### config.mk
export PLATFORM = sky130hd
export DESIGN_NAME = cmd_seq_queue
export DESIGN_NICKNAME = d
export VERILOG_FILES = /design/src/rtl/kt_seq_pkg.sv /design/src/rtl/cmd_fifo.sv /design/src/rtl/cmd_seq_queue.sv
export SDC_FILE = /design/constraint.sdc
export NUM_CORES = 1
export LEC_CHECK = 0
export CAP_MARGIN = 20
export CORE_MARGIN = 2
export CORE_UTILIZATION = 50
export CTS_CLUSTER_DIAMETER = 200
export CTS_CLUSTER_SIZE = 30
export DETAILED_ROUTE_END_ITERATION = 6
export GPL_ROUTABILITY_DRIVEN = 0
export PLACE_DENSITY = 0.71
export REMOVE_ABC_BUFFERS = 1
export SKIP_LAST_GASP = 1
export SYNTH_ARGS = -nofsm -noshare
export SYNTH_HDL_FRONTEND = slang
export SYNTH_SLANG_ARGS = --single-unit
### constraint.sdc
create_clock -name clk -period 8.52 [get_ports clk]
set_input_delay 2.556 -clock clk [delete_from_list [all_inputs] [get_ports clk]]
set_output_delay 2.556 -clock clk [all_outputs]
set_load 0.02 [all_outputs]
### src/rtl/kt_seq_pkg.sv
// rtl/kt_seq_pkg.sv - sequencer state type, default response codes and Knight opcodes
package kt_seq_pkg;

  typedef enum logic [2:0] {
    S_IDLE,
    S_LOAD,
    S_SEND,
    S_WAIT_SENT,
    S_WAIT_RESP
  } seq_state_t;

  localparam logic [7:0] DONE_RESP_DEF   = 8'hA5;
  localparam logic [7:0] MOVE_RESP_DEF   = 8'h5A;

  localparam logic [3:0] OP_MOVE         = 4'h4;
  localparam logic [3:0] OP_MOVE_FANFARE = 4'h5;
  localparam logic [3:0] OP_TOUR         = 4'h6;

endpackage

### src/rtl/cmd_fifo.sv
// rtl/cmd_fifo.sv - DEPTH x W show-ahead FIFO with count/full/empty and flush
module cmd_fifo #(
  parameter int DEPTH = 8,
  parameter int W     = 16
) (
  input  logic                     clk,
  input  logic                     rst_n,
  input  logic                     flush,
  input  logic                     push,
  input  logic [W-1:0]             din,
  input  logic                     pop,
  output logic [W-1:0]             dout,
  output logic                     full,
  output logic                     empty,
  output logic [$clog2(DEPTH):0]   count
);

  localparam int AW = $clog2(DEPTH);

  logic [W-1:0]  mem [DEPTH];
  logic [AW-1:0] wr_ptr;
  logic [AW-1:0] rd_ptr;
  logic          do_push;
  logic          do_pop;

  assign empty   = (count == '0);
  assign full    = (count == (AW+1)'(DEPTH));
  assign do_pop  = pop && !empty && !flush;
  // a pop in the same cycle frees the slot, so a full FIFO still accepts
  assign do_push = push && (!full || do_pop) && !flush;
  assign dout    = mem[rd_ptr];

  always_ff @(posedge clk or negedge rst_n) begin
    if (!rst_n) begin
      wr_ptr <= '0;
      rd_ptr <= '0;
      count  <= '0;
    end else if (flush) begin
      wr_ptr <= '0;
      rd_ptr <= '0;
      count  <= '0;
    end else begin
      if (do_push) wr_ptr <= wr_ptr + 1'b1;
      if (do_pop)  rd_ptr <= rd_ptr + 1'b1;
      if (do_push && !do_pop)      count <= count + 1'b1;
      else if (!do_push && do_pop) count <= count - 1'b1;
    end
  end

  always_ff @(posedge clk) begin
    if (do_push) mem[wr_ptr] <= din;
  end

endmodule

### src/rtl/cmd_seq_queue.sv
// rtl/cmd_seq_queue.sv - queued Knight command sequencer over RemoteComm
// Optional WAIT_RESP watchdog enabled by defining CMD_SEQ_TIMEOUT_EN.
module cmd_seq_queue
  import kt_seq_pkg::*;
#(
  parameter int                DEPTH     = 8,
  parameter int                CMD_W     = 16,
  parameter int                RESP_W    = 8,
  parameter logic [RESP_W-1:0] DONE_RESP = RESP_W'(DONE_RESP_DEF),
  parameter logic [RESP_W-1:0] MOVE_RESP = RESP_W'(MOVE_RESP_DEF)
`ifdef CMD_SEQ_TIMEOUT_EN
  , parameter int              TMO_CYC   = 2**26
`endif
) (
  input  logic                   clk,
  input  logic                   rst_n,
  input  logic                   push,
  input  logic [CMD_W-1:0]       push_cmd,
  input  logic                   start,
  input  logic                   abort,
  output logic                   full,
  output logic                   empty,
  output logic [$clog2(DEPTH):0] count,
  output logic                   send_cmd,
  output logic [CMD_W-1:0]       cmd,
  input  logic                   cmd_sent,
  input  logic                   resp_rdy,
  input  logic [RESP_W-1:0]      resp,
  output logic                   clr_resp_rdy,
  output logic                   busy,
  output logic                   cmd_done,
  output logic                   seq_done,
  output logic [7:0]             move_cnt,
  output logic                   err
);

  seq_state_t       state, nxt;
  logic             fifo_pop, fifo_flush;
  logic             err_set, err_clr, move_inc, tmo_hit;
  logic [CMD_W-1:0] head;

  cmd_fifo #(.DEPTH(DEPTH), .W(CMD_W)) u_fifo (
    .clk   (clk),
    .rst_n (rst_n),
    .flush (fifo_flush),
    .push  (push),
    .din   (push_cmd),
    .pop   (fifo_pop),
    .dout  (head),
    .full  (full),
    .empty (empty),
    .count (count)
  );

`ifdef CMD_SEQ_TIMEOUT_EN
  logic [31:0] tmo_cnt;

  always_ff @(posedge clk or negedge rst_n) begin
    if (!rst_n)                                tmo_cnt <= '0;
    else if (state != S_WAIT_RESP || resp_rdy) tmo_cnt <= '0;
    else                                       tmo_cnt <= tmo_cnt + 1'b1;
  end

  assign tmo_hit = (tmo_cnt == 32'(TMO_CYC - 1));
`else
  assign tmo_hit = 1'b0;
`endif

  // every response is acknowledged; only WAIT_RESP acts on its value
  assign clr_resp_rdy = resp_rdy;
  assign busy         = (state != S_IDLE);

  always_comb begin
    nxt        = state;
    send_cmd   = 1'b0;
    cmd_done   = 1'b0;
    seq_done   = 1'b0;
    fifo_pop   = 1'b0;
    fifo_flush = 1'b0;
    err_set    = 1'b0;
    err_clr    = 1'b0;
    move_inc   = 1'b0;
    if (abort) begin
      nxt        = S_IDLE;
      fifo_flush = 1'b1;
    end else begin
      case (state)
        S_IDLE: if (start) begin
          err_clr = 1'b1;
          if (!empty) nxt = S_LOAD;
          else        seq_done = 1'b1;
        end
        S_LOAD: begin
          fifo_pop = 1'b1;
          nxt      = S_SEND;
        end
        S_SEND: begin
          send_cmd = 1'b1;
          nxt      = S_WAIT_SENT;
        end
        S_WAIT_SENT: if (cmd_sent) nxt = S_WAIT_RESP;
        S_WAIT_RESP: begin
          if (resp_rdy) begin
            if (resp == MOVE_RESP) begin
              move_inc = 1'b1;
            end else if (resp == DONE_RESP) begin
              cmd_done = 1'b1;
              if (empty) begin
                nxt      = S_IDLE;
                seq_done = 1'b1;
              end else begin
                nxt = S_LOAD;
              end
            end else begin
              err_set = 1'b1;
              nxt     = S_IDLE;
            end
          end else if (tmo_hit) begin
            err_set    = 1'b1;
            fifo_flush = 1'b1;
            nxt        = S_IDLE;
          end
        end
        default: nxt = S_IDLE;
      endcase
    end
  end

  always_ff @(posedge clk or negedge rst_n) begin
    if (!rst_n) begin
      state    <= S_IDLE;
      cmd      <= '0;
      move_cnt <= '0;
      err      <= 1'b0;
    end else begin
      state <= nxt;
      if (fifo_pop) begin
        cmd      <= head;
        move_cnt <= '0;
      end else if (move_inc && move_cnt != 8'hFF) begin
        move_cnt <= move_cnt + 1'b1;
      end
      if (err_set)      err <= 1'b1;
      else if (err_clr) err <= 1'b0;
    end
  end

endmodule

==> metrics <==
Slew Limit Fails 0; count of final hold-check violations 0; DP Wirelength 7.42 mm; worst-path maximum fanout 4; most common library cell in the layout ignoring fill and taps edfxtp_1; Hold WC Path Type reg -> reg; most common flop cell mapped by yosys edfxtp_1; CP Cell Sequence clkdlybuf4s50_1 -> nor4bb_1 -> nand2_1 -> o21ai_0 -> and4b_1 -> clkdlybuf4s50_1; Die Span Y 121 µm; post-synthesis cell count about 410; Worst-Margin Slew 1.06 ns; final setup fails 0; WL/cell 19.0 µm; Hold Crit Start cmd[1]; Max VDD drop about 0.14 mV; Hold Crit Endpoint cmd[1]; Max clock buf depth 2; # rows 42; Die W 121 µm; grt total ovfl 0; DIE AREA 14600 µm²; fmax 142 MHz; # hold bufs at CTS 0; initial DRC count ~230; Yosys cell types 48; CTS tree built; WP buf/inv 2; drt drc 0; total CTS buffers 17; via-per-instance ratio between 5 and 6; CP endpoint kind output pin; area of the mapped netlist 6830 µm²; I/O Pins 67; reg2reg start state[1]; status completed; critical path's largest stage delay ~0.60 ns; most frequent cells in the layout edfxtp_1 (128), clkdlybuf4s50_1 (65), dfrtp_1 (36); total track usage 19.0%; CP startpoint kind input port; Syn-to-layout area delta 22.5%; total number of vias 3763; Critical Path RT 5.96 ns; CTS Sinks 166; YS warnings 0; H-Tree Depth 4; Buffers on Ports 66; Worst R2R Path Depth 8; mean area per synthesized cell ~17 µm²; Antenna Cells 0; Post-synth EDFFs approximately 130; nets 514; Period Utilization, post-route 82.9%; post-cts resize count 0; CP delay by family, top buffers and inverters; crit path launch resp[7]; initial antenna violation count 0; hold-critical path depth 2; drt first pass iters 5; largest net degree at the start of global routing 45; first-pass GRT wire length 20.4 mm; max_cap viols 0; Routed Antenna Nets 0; total leakage power roughly 2.8 nW; clock latency on the worst-skew pair 0.41 ns; Final Critical Period 7.06 ns; share of layout cells above drive strength 1 17.3%; Critical Path AT 4.51 ns; Max Clock Skew 0.00500 ns; Seq/Total Area, Yosys 70.2%; total power draw 0.00223 W; post-CTS setup buffer count 0; area of the core 13300 µm²; Routed WL 12.7 mm; cell area power density 267 nW/µm²; reg2reg end u_fifo.count[3]; most used cell, CP clkdlybuf4s50_1; initial cell density of the core between 50 and 60%; R2R Setup Slk approximately 5 ns; vias in the first global route roughly 3800; Clock Tree Root clkbuf_16; FF+latch count, synth ~170; Clock transition at path regs 0.06 ns; setup_tns 0 ns; FFs w/ async S/R, synth between 20% and 30%; RSZ-0062 raised after global routing false; Crit-path slowest cell clkdlybuf4s50_1; WS Path Type in -> out; normalized max-slew margin 28.9%
registers in the layout, indices dropped and copies added, names as in the netlist:
register       flops
u_fifo.mem       128
cmd               16
move_cnt           8
u_fifo.count       4
state              3
u_fifo.rd_ptr      3
u_fifo.wr_ptr      3
err                1
cell type report:
class | count | area, µm²
timing repair buffer | 71 | 708
clock buffer | 22 | 474
clock inverter | 10 | 191
multi-input combinational | 213 | 1940
inverter | 8 | 30.0
sequential | 166 | 4800
tap | 176 | 220
fill | 955 | 4930
Yosys cell counts, types with 3 or more instances:
cell | count | area, µm²
nand4_1 | 3 | 18.8
nand2b_1 | 7 | 43.8
or3_1 | 5 | 31.3
a21oi_1 | 8 | 40.0
ha_1 | 5 | 62.6
o21ai_0 | 25 | 125
mux2i_1 | 22 | 220
nand3_1 | 9 | 45.0
clkbuf_1 | 13 | 48.8
nor4_1 | 3 | 18.8
xor2_1 | 3 | 26.3
buf_2 | 7 | 35.0
or4_1 | 3 | 22.5
dfrtp_1 | 38 | 951
edfxtp_1 | 128 | 3840
nor3_1 | 10 | 50.1
nor2_1 | 17 | 63.8
mux4_2 | 32 | 721
nand2_1 | 27 | 101
inv_1 | 8 | 30.0
metal layers:
layer / track usage (%) / routed length [µm] / vias to the layer above
li1: - / - / 1744
met1: 25.9 / 5500 / 1899
met2: 30.3 / 6450 / 111
met3: 4.43 / 623 / 9
met4: 6.18 / 97 / 0
met5: 0 / 0 / -
kinds of logic after synthesis:
group           Yosys count  synth area share (%)
compound gates           48                  4.18
fa+ha+maj                 6                  1.21
xor+xnor                  4                 0.513
flops                   166                  70.2
buf+inv                  30                  1.83
mux                      56                  14.1
simple gates             99                  7.90
worst max path at each step:
| stage | to | cells after the start |
|---|---|---|
| after floorplan | cmd_done | 3 |
| after global placement | send_cmd | 5 |
| after detailed placement | send_cmd | 5 |
| after CTS | send_cmd | 5 |
| after global routing | send_cmd | 5 |
| final | seq_done | 6 |
worst reg2reg max path: cells and delay by family (launching register included):
family          cells  cell delay, ns
simple gates        2            1.26
compound gates      3            0.80
flops               1            0.50
mux                 2            0.44
fa+ha+maj           1            0.31
where the power goes:
part | internal [W] | switching [W] | leakage, nW
logic | 0.000197 | 0.000210 | 0.860
registers | 0.000937 | 0.0000452 | 1.65
clock network | 0.000546 | 0.000297 | 0.317
total | 0.00168 | 0.000552 | 2.83
metrics by stage:
stage               util (%)  worst slack (ns)  instance area [µm²]  instances  hold slack, ns
floorplan                  -              2.53                 6730        387           0.539
global placement        57.7              1.54                 7670        632           0.461
detailed placement      57.7              1.47                 7670        632           0.473
CTS                     62.7              1.46                 8330        664           0.487
global route            62.9              1.25                 8360        666           0.510
finish                  62.9              1.46                 8360        666           0.481
(Power assumes the default switching activity.)
